### src/rtl/calc_seq.sv
// calc_seq: three-state sequencer that feeds operands to an external
// combinational 4-bit ALU and returns the captured result.
//
// Ports
//   clk, rst            rising-edge clock, synchronous active-high reset
//   in_valid/in_ready   operation handshake (accepted only in IDLE)
//   in_a, in_b, in_op   operands and op (00 add, 01 sub, 10 OR, 11 -A)
//   in_chain            take A from the previous result (chaining build only)
//   alu_a/alu_b/alu_op  registered operands driven to the ALU
//   alu_out             combinational ALU result
//   out_valid/out_ready result handshake (completed only in HOLD)
//   out_result,out_flag captured result; carry (add) / borrow (sub), else 0
//   op_count            completed result handshakes, wraps at 256
//
// Build option: define CALC_SEQ_CHAIN_EN to enable result chaining. Without
// it in_chain is ignored and no last-result register exists.
//
// state | meaning
// IDLE  | ready for a new operation; ALU operands hold last latched values
// ISSUE | latched operands on the ALU; result captured at the next edge
// HOLD  | result presented until the consumer takes it
module calc_seq (
  input  logic       clk,
  input  logic       rst,
  input  logic       in_valid,
  output logic       in_ready,
  input  logic [3:0] in_a,
  input  logic [3:0] in_b,
  input  logic [1:0] in_op,
  input  logic       in_chain,
  output logic [3:0] alu_a,
  output logic [3:0] alu_b,
  output logic [1:0] alu_op,
  input  logic [3:0] alu_out,
  output logic       out_valid,
  input  logic       out_ready,
  output logic [3:0] out_result,
  output logic       out_flag,
  output logic [7:0] op_count
);

  typedef enum logic [1:0] {
    S_IDLE  = 2'd0,
    S_ISSUE = 2'd1,
    S_HOLD  = 2'd2
  } state_t;

  state_t     state_q, state_d;
  logic [3:0] a_q, a_d;
  logic [3:0] b_q, b_d;
  logic [1:0] op_q, op_d;
  logic [3:0] result_q, result_d;
  logic       flag_q, flag_d;
  logic [7:0] count_q, count_d;
  logic [3:0] a_src;
  logic [4:0] sum_ext;

`ifdef CALC_SEQ_CHAIN_EN
  logic [3:0] last_q, last_d;
  assign a_src = in_chain ? last_q : in_a;
`else
  logic unused_chain;
  assign unused_chain = in_chain;
  assign a_src = in_a;
`endif

  // Carry is bit 4 of the 5-bit unsigned sum of the latched operands.
  assign sum_ext = {1'b0, a_q} + {1'b0, b_q};

  always_comb begin
    state_d  = state_q;
    a_d      = a_q;
    b_d      = b_q;
    op_d     = op_q;
    result_d = result_q;
    flag_d   = flag_q;
    count_d  = count_q;
`ifdef CALC_SEQ_CHAIN_EN
    last_d   = last_q;
`endif
    case (state_q)
      S_IDLE: begin
        if (in_valid) begin
          a_d     = a_src;
          // Complement ignores B, so the ALU sees a clean zero operand.
          b_d     = (in_op == 2'b11) ? 4'b0000 : in_b;
          op_d    = in_op;
          state_d = S_ISSUE;
        end
      end
      S_ISSUE: begin
        result_d = alu_out;
        case (op_q)
          2'b00:   flag_d = sum_ext[4];
          2'b01:   flag_d = (a_q < b_q);
          default: flag_d = 1'b0;
        endcase
        state_d = S_HOLD;
      end
      S_HOLD: begin
        if (out_ready) begin
          count_d = count_q + 8'd1;
`ifdef CALC_SEQ_CHAIN_EN
          last_d  = result_q;
`endif
          state_d = S_IDLE;
        end
      end
      default: state_d = S_IDLE;
    endcase
  end

  always_ff @(posedge clk) begin
    if (rst) begin
      state_q  <= S_IDLE;
      a_q      <= 4'd0;
      b_q      <= 4'd0;
      op_q     <= 2'd0;
      result_q <= 4'd0;
      flag_q   <= 1'b0;
      count_q  <= 8'd0;
`ifdef CALC_SEQ_CHAIN_EN
      last_q   <= 4'd0;
`endif
    end else begin
      state_q  <= state_d;
      a_q      <= a_d;
      b_q      <= b_d;
      op_q     <= op_d;
      result_q <= result_d;
      flag_q   <= flag_d;
      count_q  <= count_d;
`ifdef CALC_SEQ_CHAIN_EN
      last_q   <= last_d;
`endif
    end
  end

  assign in_ready   = (state_q == S_IDLE);
  assign out_valid  = (state_q == S_HOLD);
  assign alu_a      = a_q;
  assign alu_b      = b_q;
  assign alu_op     = op_q;
  assign out_result = result_q;
  assign out_flag   = flag_q;
  assign op_count   = count_q;

endmodule

### config.mk
export PLATFORM = sky130hd
export DESIGN_NAME = calc_seq
export DESIGN_NICKNAME = d
export VERILOG_FILES = /design/src/rtl/calc_seq.sv
export SDC_FILE = /design/constraint.sdc
export NUM_CORES = 1
export LEC_CHECK = 0
export ABC_AREA = 0
export CORE_ASPECT_RATIO = 1.4
export CORE_MARGIN = 1
export CORE_UTILIZATION = 42
export DETAILED_ROUTE_END_ITERATION = 7
export PLACE_DENSITY = 0.78
export SLEW_MARGIN = 25
export SYNTH_ARGS = -nofsm -noshare
export SYNTH_HDL_FRONTEND = slang
export SYNTH_SLANG_ARGS = --single-unit
export TNS_END_PERCENT = 100
### constraint.sdc
create_clock -name clk -period 2.05 [get_ports clk]
set_clock_uncertainty 0.15 [all_clocks]
set_input_delay 0.41 -clock clk [delete_from_list [all_inputs] [get_ports clk]]
set_output_delay 0.41 -clock clk [all_outputs]
set_load 0.02 [all_outputs]
After elaboration in Yosys (flattened, before gate mapping)
Index checks and enable logic that the tools add are counted.
{"block": "totals", "elab_cells": 26, "regBits": 25}
{"block": "op_classes", "reduce_logical": 5, "magnitude_cmp": 1, "eq_ne": 6, "mux": 5, "addsub": 2}
{"op": "adder 8 x 1 -> 8 bit, second input constant", "count": 1}
{"op": "case mux 2 bit (3 select lines)", "count": 1}
{"op": "AND reduction 2 bit", "count": 3}
{"op": "adder 4 x 4 -> 5 bit", "count": 1}
{"op": "equality test 2 x 1 -> 1 bit, second input constant", "count": 2}
{"op": "equality test 2 bit, second input constant", "count": 2}
{"op": "logical NOT 2 bit", "count": 2}
{"op": "< comparator 4 bit", "count": 1}
{"op": "two-way mux 2 bit", "count": 2}
{"op": "two-way mux 4 bit", "count": 1}
{"op": "inequality test 2 x 1 -> 1 bit, second input constant", "count": 1}
{"op": "inequality test 2 bit, second input constant", "count": 1}
{"op": "case mux 1 bit (2 select lines)", "count": 1}

Logic depth before layout (Yosys ltp)
Gate-level depths: netlist of run 1.
{"block": "logic_depth", "word_depth": 3, "ltp_mapped": 6}

Least setup slack after synthesis of run 1
OpenSTA, ideal clock, no wires.
{"block": "synth_path", "path_type": "reg-to-reg", "from": "reg b_q[1] (netlist: alu_b[1])", "to": "reg flag_q (netlist: out_flag)", "path_buffers": 0, "t_required_ns": 1.826, "slack_ns": 0.430, "arrival_time_ns": 1.396, "stages_incl_launch_ff": 7, "path_cell_list": "dfxtp_1 > inv_1 > ha_1 > nand3b_1 > a221oi_1 > o31ai_1 > o21ai_0"}
{"block": "synth_via", "elab_chain_len": 2}
{"item": "start, declared", "line_no": "50", "source": "logic [3:0] b_q, b_d;"}
{"item": "start signal, assigned", "line_no": "117", "source": "b_q <= 4'd0;"}
{"item": "start signal, assigned", "line_no": "128", "source": "b_q <= b_d;"}
{"item": "adder 4 x 4 -> 5 bit / < comparator 4 bit (equally long branches)", "line_no": "68, 95"}
{"item": "case mux 1 bit (2 select lines) (*)", "line_no": "93", "source": "case (op_q)"}
{"item": "end signal, assigned", "line_no": "131", "source": "flag_q <= flag_d;"}
{"item": "end, declared", "line_no": "53", "source": "logic flag_q, flag_d;"}
Every way passes the cells marked *; elsewhere a longest branch is shown, timed or not.
A chain may end at the register's enable or synchronous reset.

Final worst setup path of run 1
{"block": "layout_path", "from": "reg count_q[2] (netlist: op_count[2])", "to": "out op_count[2]"}
{"item": "start, declared", "line_no": "54", "source": "logic [7:0] count_q, count_d;"}
{"item": "start signal, assigned", "line_no": "132", "source": "count_q <= count_d;"}
{"item": "end, declared", "line_no": "39", "source": "output logic [7:0] op_count"}
No word-level cell between the ends.

==> Implementation_results.wiki, run 1 <==
{| class="wikitable"
! Metric !! Value
|-
| Run status || complete, no violations
|-
| Buffers on Ports || 42
|-
| Synthesized net count || 157
|-
| Via count of the first global-routing pass || roughly 1,000
|-
| Number of register bits inferred by synthesis || 25
|-
| Hold Violations, Final || 0
|-
| Flip-flop and latch area || 500 um^2
|-
| Wire length per cell after detailed routing || 12.5 um
|-
| Overall routed net length || 2.56 mm
|-
| Category of the critical setup timing path || reg2out
|-
| Average size of a mapped cell || 8.50 um^2
|-
| Clock tree from TritonCTS || built
|-
| Worst-path maximum fanout || 5
|-
| Tcrit/Tclk final || 0.953
|-
| Initial antenna violation count || 0
|-
| Actual transition at the worst max-transition pin || 0.368 ns
|-
| Setup repair after global routing missed its margin || no
|-
| Clock insertion delay at the later pin of the skew report || between 0.3 and 0.4 ns
|-
| Clock-pin slew reported for the worst setup and hold paths after clock tree synthesis || 0.14 ns
|-
| Largest area contributor in the synthesized netlist || sky130_fd_sc_hd__dfxtp_1
|-
| Synth-to-layout area growth || 41.9%
|-
| Delay of the slowest cell on the worst path || 0.65 ns
|-
| Final max-slew violation count || 0
|-
| Via density per instance || about 5.0
|-
| Global Route Usage Sum || 0.196
|-
| Summed negative setup slack over all endpoints || 0 ns
|-
| Floorplan core area || between 0.002 and 0.0025 mm^2
|-
| Utilization of the core after routing || 0.647
|-
| Pre-Repair DR Iteration Count || 4
|-
| Post-CTS setup-driven buffer insertion count || 0
|-
| Clock net sink count || 25
|-
| Die Footprint || 0.00286 mm^2
|-
| Power density over cell area || roughly 580 mW/mm^2
|-
| Dominant delay contributor by cell family on the critical path || buffers and inverters
|-
| Relative max-transition margin || 0.754
|-
| Cells after synthesis || about 130
|-
| Floorplan die height || 62.9 um
|-
| Critical Path AT || roughly 1.4 ns
|-
| # rows || 21
|-
| H-tree levels || 1
|-
| Initial core utilization || 0.456
|-
| Number of fillers in the final layout || 238
|-
| Critical path capture point type || output port
|-
| First-pass GRT wire length || 4.26 mm
|-
| Proportion of layout cells with a drive suffix above 1 || 0.0409
|-
| Maximum number of pins on one net before global-route repair || 22
|-
| Area taken by multi-input logic gates || 564 um^2
|-
| Min Clock Period, post-route || between 1.5 and 2 ns
|-
| Number of routed nets with antenna violations || 0
|-
| Cell area after synthesis || 0.00111 mm^2
|-
| Design Area, Final || roughly 0.0016 mm^2
|-
| Worst IR Drop VDD || between 0.4 and 0.5 mV
|-
| Clock buffer count from CTS || 3
|-
| X dimension of the die || 45.5 um
|-
| Cells traversed along the worst timing path || clkdlybuf4s50_1
|-
| Antenna cells || 0
|-
| Crit path buffers/inverters || 1
|-
| Hpwl dp || a little under 2 mm
|-
| Leak || 0.628 nW
|-
| Ys Warns || 0
|-
| CTS max path bufs || 2
|-
| # Max-Cap Violations || 0
|-
| Portion of synthesized cell area occupied by the leading cell type || 0.449
|-
| Achievable frequency || 512 MHz
|-
| Final setup violating endpoints || 0
|-
| Total Nets Final || 198
|-
| CP max stage cell || sky130_fd_sc_hd__clkdlybuf4s50_1
|-
| Routability congestion estimate || 0.853
|-
| Required time reported for the critical path endpoint || 1.49 ns
|-
| Number of violations reported at the end of detailed-routing iteration 0 || 26
|-
| Clock tree root buffer cell || sky130_fd_sc_hd__clkbuf_4
|-
| Vias || between 1,000 and 1,500
|-
| Cell area after placement || 0.00155 mm^2
|-
| Synth unique cells || 27
|-
| Total I/O pin count || 44
|-
| Worst hold path type || reg2reg
|-
| Setup crit start kind || register
|-
| Area contributors post-synth || sky130_fd_sc_hd__dfxtp_1 (45%), sky130_fd_sc_hd__ha_1 (7.9%), sky130_fd_sc_hd__nand2_1 (7.4%)
|-
| Sequential area share after synthesis || 0.449
|-
| Number of buffers added to fix hold violations after cts || 0
|-
| Total gr overflow || 0
|-
| DR DRC count || 0
|}
-- repair_timing --
| item | 4_1_cts | 5_1_grt |
|---|---|---|
| hold endpoints to repair | 0 | 0 |
| endpoints found under the setup margin | 2 | 1 |
| resized for setup | 2 | 1 |
-- synthesized netlist by cell type --
library cell and n:
sky130_fd_sc_hd__inv_1 4, sky130_fd_sc_hd__dfxtp_1 25, sky130_fd_sc_hd__buf_2 3, sky130_fd_sc_hd__ha_1 7, sky130_fd_sc_hd__or3b_1 1, sky130_fd_sc_hd__and2b_2 1
sky130_fd_sc_hd__o211ai_1 1, sky130_fd_sc_hd__and3_1 1, sky130_fd_sc_hd__nand3_1 5, sky130_fd_sc_hd__nand2b_1 2, sky130_fd_sc_hd__nand4_1 3, sky130_fd_sc_hd__buf_4 1
sky130_fd_sc_hd__clkbuf_1 3, sky130_fd_sc_hd__a221oi_1 1, sky130_fd_sc_hd__xnor2_1 3, sky130_fd_sc_hd__nor2_1 14, sky130_fd_sc_hd__nand3b_1 3, sky130_fd_sc_hd__mux2i_1 4
sky130_fd_sc_hd__or3_1 1, sky130_fd_sc_hd__nand2_1 22, sky130_fd_sc_hd__nor3_1 3, sky130_fd_sc_hd__and3b_2 1, sky130_fd_sc_hd__o21ai_0 3, sky130_fd_sc_hd__o31ai_1 1
sky130_fd_sc_hd__xor2_1 3, sky130_fd_sc_hd__a21oi_1 14, sky130_fd_sc_hd__and2_1 1
-- power by group --
part | total, mW | switching [mW] | internal, mW
clock | 0.216 | 0.142 | 0.0743
combinational | 0.173 | 0.0844 | 0.0885
sequential | 0.524 | 0.0184 | 0.506
total | 0.913 | 0.244 | 0.668
-- routing by layer --
layer / global-route usage / up-vias / routed length, um
li1: - / 518 / -
met1: 0.206 / 470 / 1040
met2: 0.361 / 33 / 1360
met3: 0.0347 / 2 / 133
met4: 0.0720 / 0 / 19
met5: 0 / - / 0
-- layout make-up --
type / count / area share
clock inverters: 1 / 0.00475
clock buffers: 3 / 0.0143
inverters: 4 / 0.00950
repair buffers: 43 / 0.271
multi-input cells: 95 / 0.357
flip-flops and latches: 25 / 0.317
well taps: 34 / 0.0269
-- registers in the layout (all words and copies together), names as in the netlist --
signal	cells
out_result	4
op_count	8
alu_b	4
alu_a	4
state_q	2
out_flag	1
alu_op	2
-- logic make-up (layout without fill, tap and decap cells) --
group | after synthesis | count (layout) | synth area share
and+or+nand+nor | 58 | 58 | 0.247
xor gates and xnor gates | 6 | 6 | 0.0472
DFF | 25 | 25 | 0.449
muxes | 4 | 4 | 0.0360
adders and majority gates | 7 | 7 | 0.0786
AOI/OAI and AO/OA | 20 | 20 | 0.0978
buffers and inverters | 11 | 51 | 0.0438
-- worst paths after layout --
| kind | depth (start not counted) | slack [ns] | to | start |
|---|---|---|---|---|
| worst min-delay path | 2 | 0.34 | alu_op[1]$_SDFFE_PP0P_ | alu_op[1]$_SDFFE_PP0P_ |
| worst max register to register | 6 | 0.40 | out_flag$_SDFFE_PP0N_ | alu_b[1]$_SDFFE_PP0P_ |
| worst min register to register | 2 | 0.34 | alu_op[1]$_SDFFE_PP0P_ | alu_op[1]$_SDFFE_PP0P_ |
| worst max-delay path | 1 | 0.1 | op_count[2] | op_count[2]$_SDFFE_PP0P_ |
-- metrics by stage --
step	hold WS, ns	cells	power, mW	worst slack, ns
floorplan	0.395	131	0.624	0.430
CTS	0.352	205	0.934	0.0544
global route	0.389	205	0.970	0.00710
finish	0.344	205	0.913	0.0956
global placement	0.319	201	0.705	0.262
detailed placement	0.333	201	0.711	0.226
-- placed cells by master (no fill, tap or decap), types with 2 or more instances in the layout --
master,netlist,layout
sky130_fd_sc_hd__clkbuf_4,0,3
sky130_fd_sc_hd__inv_1,4,4
sky130_fd_sc_hd__clkdlybuf4s50_1,0,39
sky130_fd_sc_hd__nand2_1,22,22
sky130_fd_sc_hd__nand2b_1,2,2
sky130_fd_sc_hd__dfxtp_1,25,25
sky130_fd_sc_hd__xnor2_1,3,3
sky130_fd_sc_hd__nand3_1,5,5
sky130_fd_sc_hd__nor3_1,3,3
sky130_fd_sc_hd__xor2_1,3,3
sky130_fd_sc_hd__nand3b_1,3,3
sky130_fd_sc_hd__o21ai_0,3,3
sky130_fd_sc_hd__mux2i_1,4,4
sky130_fd_sc_hd__a21oi_1,14,14
sky130_fd_sc_hd__dlygate4sd2_1,0,2
sky130_fd_sc_hd__nor2_1,14,14
sky130_fd_sc_hd__ha_1,7,7
sky130_fd_sc_hd__nand4_1,3,3
Power figures use the tool's default switching activity.
==> inputs of run 2 (changes only) <==
CORE_UTILIZATION = 30   (was 42)
MAX_ROUTING_LAYER = met4   (was not set)
PLACE_DENSITY = not set   (was 0.78)
SLEW_MARGIN = not set   (was 25)
==> Implementation_results.wiki, run 2 (same netlist as run 1, synthesis figures left out) <==
{| class="wikitable"
! Metric !! Value
|-
| Hold Violations, Final || 0
|-
| Leak || 0.644 nW
|-
| Worst Setup Slack, final || 0.132 ns
|-
| Clock tree from TritonCTS || built
|-
| First-pass GRT wire length || approximately 4.3 mm
|-
| Via density per instance || 4.91
|-
| Final max-slew violation count || 0
|-
| Routability congestion estimate || 0.722
|-
| Worst IR Drop VDD || 0.305 mV
|-
| CP max stage cell || sky130_fd_sc_hd__clkdlybuf4s50_1
|-
| Utilization of the core after routing || 0.466
|-
| Summed negative setup slack over all endpoints || 0 ns
|-
| Achievable frequency || 521 MHz
|-
| Flip-flop and latch area || ~500 um^2
|-
| # Max-Cap Violations || 0
|-
| Worst-path maximum fanout || 7
|-
| Delay of the slowest cell on the worst path || 0.65 ns
|-
| X dimension of the die || roughly 53 um
|-
| Synth-to-layout area growth || 45.3%
|-
| Pre-Repair DR Iteration Count || 3
|-
| Dominant delay contributor by cell family on the critical path || buffers and inverters
|-
| Crit path buffers/inverters || 1
|-
| Area taken by multi-input logic gates || 564 um^2
|-
| Die Footprint || 0.00396 mm^2
|-
| Power density over cell area || 609 mW/mm^2
|-
| Post-CTS setup-driven buffer insertion count || 0
|-
| Clock insertion delay at the later pin of the skew report || 0.26 ns
|-
| Worst hold path type || reg2reg
|-
| Pre-CTS setup slack || 0.232 ns
|-
| Wire length per cell after detailed routing || 12.4 um
|-
| Total gr overflow || 0
|-
| Total Nets Final || ~200
|-
| Tcrit/Tclk final || 0.935
|-
| Most frequent standard cell in the layout excluding fill and tap cells || sky130_fd_sc_hd__clkdlybuf4s50_1
|-
| CTS max path bufs || 2
|-
| Number of routed nets with antenna violations || 0
|-
| Clock-pin slew reported for the worst setup and hold paths after clock tree synthesis || ~0.090 ns
|-
| Vias || 1,040
|-
| Category of the critical setup timing path || reg2out
|-
| Number of fillers in the final layout || 363
|-
| Antenna cells || 0
|-
| Via count of the first global-routing pass || 1,038
|-
| # rows || 25
|-
| Final Non-Filler Cells || about 210
|-
| Maximum number of pins on one net before global-route repair || 15
|-
| Cells traversed along the worst timing path || clkdlybuf4s50_1
|-
| Floorplan die height || 74.1 um
|-
| Global Route Usage Sum || 0.148
|-
| Setup repair after global routing missed its margin || no
|-
| Clock tree root buffer cell || sky130_fd_sc_hd__clkbuf_8
|-
| H-tree levels || 1
|-
| Initial antenna violation count || 0
|-
| Worst slack on hold paths || about 0.34 ns
|-
| Setup crit start kind || register
|-
| Clock net sink count || 25
|-
| Number of buffers added to fix hold violations after cts || 0
|-
| Cell Count Post-Placement || 208
|-
| Max FFs per register || 8
|-
| Relative max-transition margin || 0.754
|-
| Final setup violating endpoints || 0
|-
| Number of resized instances in the post-cts repair step || 0
|-
| Required time reported for the critical path endpoint || 1.49 ns
|-
| DR DRC count || 0
|-
| Min Clock Period, post-route || 1.92 ns
|-
| Floorplan core area || 0.00347 mm^2
|-
| Clock buffer count from CTS || 3
|-
| Critical path capture point type || output port
|-
| Initial core utilization || 0.321
|-
| Run status || complete, no violations
|-
| Buffers on Ports || 42
|-
| Hpwl dp || 2.02 mm
|-
| Overall routed net length || about 2.6 mm
|-
| Number of violations reported at the end of detailed-routing iteration 0 || 12
|-
| Total I/O pin count || 44
|-
| Proportion of layout cells with a drive suffix above 1 || 0.0523
|-
| Most frequent cells in the layout || sky130_fd_sc_hd__clkdlybuf4s50_1 (40), sky130_fd_sc_hd__dfxtp_1 (24), sky130_fd_sc_hd__nand2_1 (22)
|-
| Actual transition at the worst max-transition pin || 0.369 ns
|-
| Critical Path AT || 1.36 ns
|}
## run 2: cell type report
cell class | instances | area share
multi-input cells | 95 | 0.349
clock inverters | 1 | 0.00309
repair buffers | 44 | 0.272
flip-flops and latches | 25 | 0.310
clock buffers | 3 | 0.0255
inverters | 4 | 0.00928
well taps | 40 | 0.0309
## run 2: metal layers
layer	share of wire	track usage	wire length (um)	vias to the layer above
met3	0.054	0.0245	141	2
li1	-	-	-	518
met1	0.43	0.169	1140	486
met5	0	-	0	-
met4	0.0046	0.0351	12	0
met2	0.51	0.263	1330	34
## run 2: final timing paths
check / from / to / slack [ns] / cells past startpoint
worst max register to register: alu_b[1]$_SDFFE_PP0P_ / out_flag$_SDFFE_PP0N_ / 0.45 / 6
worst min register to register: alu_b[0]$_SDFFE_PP0P_ / alu_b[0]$_SDFFE_PP0P_ / 0.34 / 2
worst max-delay path: op_count[3]$_SDFFE_PP0P_ / op_count[3] / 0.13 / 1
worst min-delay path: alu_b[0]$_SDFFE_PP0P_ / alu_b[0]$_SDFFE_PP0P_ / 0.34 / 2
## run 2: power breakdown
group          switching [mW]  internal (mW)  leakage [nW]  total [mW]
sequential             0.0189          0.505         0.204       0.524
clock                   0.151          0.136        0.0255       0.287
combinational          0.0836         0.0910         0.414       0.175
total                   0.253          0.732         0.644       0.985
## run 2: through the flow
step / total power, mW / instance area, um^2
after floorplan: 0.624 / 1110
after CTS: 0.999 / 1610
after global routing: 1.04 / 1620
final: 0.985 / 1620
after detailed placement: 0.712 / 1570
after global placement: 0.710 / 1570
==> inputs of run 3 (changes only) <==
CELL_PAD_IN_SITES_DETAIL_PLACEMENT = 1   (was not set)
CELL_PAD_IN_SITES_GLOBAL_PLACEMENT = 2   (was not set)
CORE_UTILIZATION = 23   (was 30)
CTS_CLUSTER_SIZE = 14   (was not set)
PLACE_DENSITY_LB_ADDON = 0.1   (was not set)
==> Implementation_results.wiki, run 3 (same netlist as run 1, synthesis figures left out) <==
{| class="wikitable"
! Metric !! Value
|-
| Worst slack on hold paths || between 0.3 and 0.4 ns
|-
| Maximum number of pins on one net before global-route repair || 21
|-
| Clock insertion delay at the later pin of the skew report || 0.27 ns
|-
| Share of power burned in the clock network || 0.298
|-
| Required time reported for the critical path endpoint || approximately 1.5 ns
|-
| Synth-to-layout area growth || 46.9%
|-
| Min Clock Period, post-route || 1.91 ns
|-
| Design Area, Final || 0.00164 mm^2
|-
| Buffers on Ports || 42
|-
| # rows || 29
|-
| Overall routed net length || between 3 and 4 mm
|-
| Worst hold path type || reg2reg
|-
| Crit path buffers/inverters || 1
|-
| Flip-flop and latch area || 500 um^2
|-
| Number of violations reported at the end of detailed-routing iteration 0 || 10
|-
| Summed negative setup slack over all endpoints || 0 ns
|-
| X dimension of the die || 60.8 um
|-
| Tcrit/Tclk final || 0.930
|-
| Leak || 0.636 nW
|-
| Floorplan core area || 0.00461 mm^2
|-
| Switching portion of total power || 0.264
|-
| Clock tree root buffer cell || sky130_fd_sc_hd__clkbuf_8
|-
| Worst-path maximum fanout || 7
|-
| Proportion of layout cells with a drive suffix above 1 || 0.0351
|-
| Clock buffer count from CTS || 3
|-
| Critical Path AT || 1.35 ns
|-
| Number of fillers in the final layout || around 580
|-
| Final max-slew violation count || 0
|-
| Dominant delay contributor by cell family on the critical path || buffers and inverters
|-
| Delay of the slowest cell on the worst path || around 0.64 ns
|-
| CTS max path bufs || 2
|-
| Cell internal power dissipation || approximately 0.73 mW
|-
| Post-CTS setup-driven buffer insertion count || 0
|-
| Floorplan die height || 84.3 um
|-
| Total gr overflow || 0
|-
| Pre-CTS setup slack || 0.204 ns
|-
| Wire length per cell after detailed routing || 13.0 um
|-
| Clock tree from TritonCTS || built
|-
| Hpwl dp || between 2 and 2.5 mm
|-
| Global Route Usage Sum || 0.130
|-
| Clock net sink count || 25
|-
| Actual transition at the worst max-transition pin || 0.403 ns
|-
| H-tree levels || 1
|-
| Category of the critical setup timing path || reg2out
|-
| Initial core utilization || 0.242
|-
| Total I/O pin count || between 40 and 50
|-
| Clock-pin slew reported for the worst setup and hold paths after clock tree synthesis || 0.09 ns
|-
| CP max stage cell || sky130_fd_sc_hd__clkdlybuf4s50_1
|-
| Worst IR Drop VDD || 0.195 mV
|-
| Total Power Consumption || 0.997 mW
|-
| Critical path capture point type || output port
|-
| Most frequent standard cell in the layout excluding fill and tap cells || sky130_fd_sc_hd__clkdlybuf4s50_1
|-
| # Max-Cap Violations || 0
|-
| Cell area after placement || 0.00159 mm^2
|-
| Final setup violating endpoints || 0
|-
| Number of routed nets with antenna violations || 0
|-
| Hold Violations, Final || 0
|-
| Vias || around 1,000
|-
| Via density per instance || 4.49
|-
| Most frequent cells in the layout || sky130_fd_sc_hd__clkdlybuf4s50_1 (40), sky130_fd_sc_hd__dfxtp_1 (25), sky130_fd_sc_hd__nand2_1 (22)
|-
| Combinational power share || 0.176
|-
| Die Footprint || roughly 0.005 mm^2
|-
| Pre-Repair DR Iteration Count || 2
|-
| Achievable frequency || 525 MHz
|-
| First-pass GRT wire length || 4.93 mm
|-
| Worst Setup Slack, final || 0.144 ns
|-
| Setup crit start kind || register
|-
| Total Nets Final || ~200
|-
| Routability congestion estimate || between 0.7 and 0.8
|-
| Power density over cell area || ~600 mW/mm^2
|-
| Sequential cell fraction of total power || 0.526
|-
| Number of buffers added to fix hold violations after cts || 0
|-
| Initial antenna violation count || 0
|-
| Run status || complete, no violations
|-
| DR DRC count || 0
|-
| P_sw || 0.263 mW
|-
| Cells traversed along the worst timing path || clkdlybuf4s50_1
|-
| Via count of the first global-routing pass || 1,111
|-
| Max FFs per register || 8
|-
| Relative max-transition margin || 0.731
|-
| Setup repair after global routing missed its margin || no
|-
| Antenna cells || 0
|-
| Area taken by multi-input logic gates || 564 um^2
|}
run 3: changes by cell type in the layout (fill, tap and decap cells not counted):
| cell | delta |
|---|---|
| sky130_fd_sc_hd__buf_4 | -1 |
| sky130_fd_sc_hd__clkbuf_1 | +1 |
| sky130_fd_sc_hd__clkinv_2 | -1 |
| sky130_fd_sc_hd__dfxtp_1 | +1 |
| sky130_fd_sc_hd__dfxtp_2 | -1 |
run 3: path summary, 6_finish.rpt:
check,slack [ns],end,startpoint,cells after the start
worst max-delay path,0.14,op_count[3],op_count[3]$_SDFFE_PP0P_,1
worst min-delay path,0.35,alu_op[1]$_SDFFE_PP0P_,alu_op[1]$_SDFFE_PP0P_,2
worst max register to register,0.40,out_flag$_SDFFE_PP0N_,alu_b[1]$_SDFFE_PP0P_,6
worst min register to register,0.35,alu_op[1]$_SDFFE_PP0P_,alu_op[1]$_SDFFE_PP0P_,2
run 3: area by class of cell:
| cell class | instances | share of cell area |
|---|---|---|
| Timing Repair Buffer | 43 | 0.265 |
| Clock buffer | 4 | 0.0275 |
| Tap cell | 62 | 0.0474 |
| Multi-Input combinational cell | 95 | 0.345 |
| Sequential cell | 25 | 0.306 |
| Inverter | 4 | 0.00918 |
run 3: metal layers:
layer | up-vias | track usage | part of all wire
li1 | 518 | - | -
met1 | 505 | 0.133 | 0.40
met2 | 22 | 0.240 | 0.56
met3 | 2 | 0.0185 | 0.037
met4 | 0 | 0.0434 | 0.0079
met5 | - | - | 0
run 3: power groups by stage:
stage / clock (mW) / combinational (mW) / sequential [mW]
4_1_cts: 0.312 / 0.181 / 0.525
3_5_place_dp: 0 / 0.180 / 0.536
3_3_place_gp: 0 / 0.176 / 0.535
6_report: 0.297 / 0.175 / 0.524
5_1_grt: 0.326 / 0.192 / 0.528
2_1_floorplan: 0 / 0.0721 / 0.552
run 3: repair_timing:
action	in CTS	in global routing
hold endpoints to repair	0	0
setup endpoints to repair	0	2
resized for setup	0	2
run 3: stage by stage:
stage	util	instances
global route	0.355	233
floorplan	-	131
CTS	0.354	233
finish	0.355	233
detailed placement	0.344	229
global placement	0.344	229
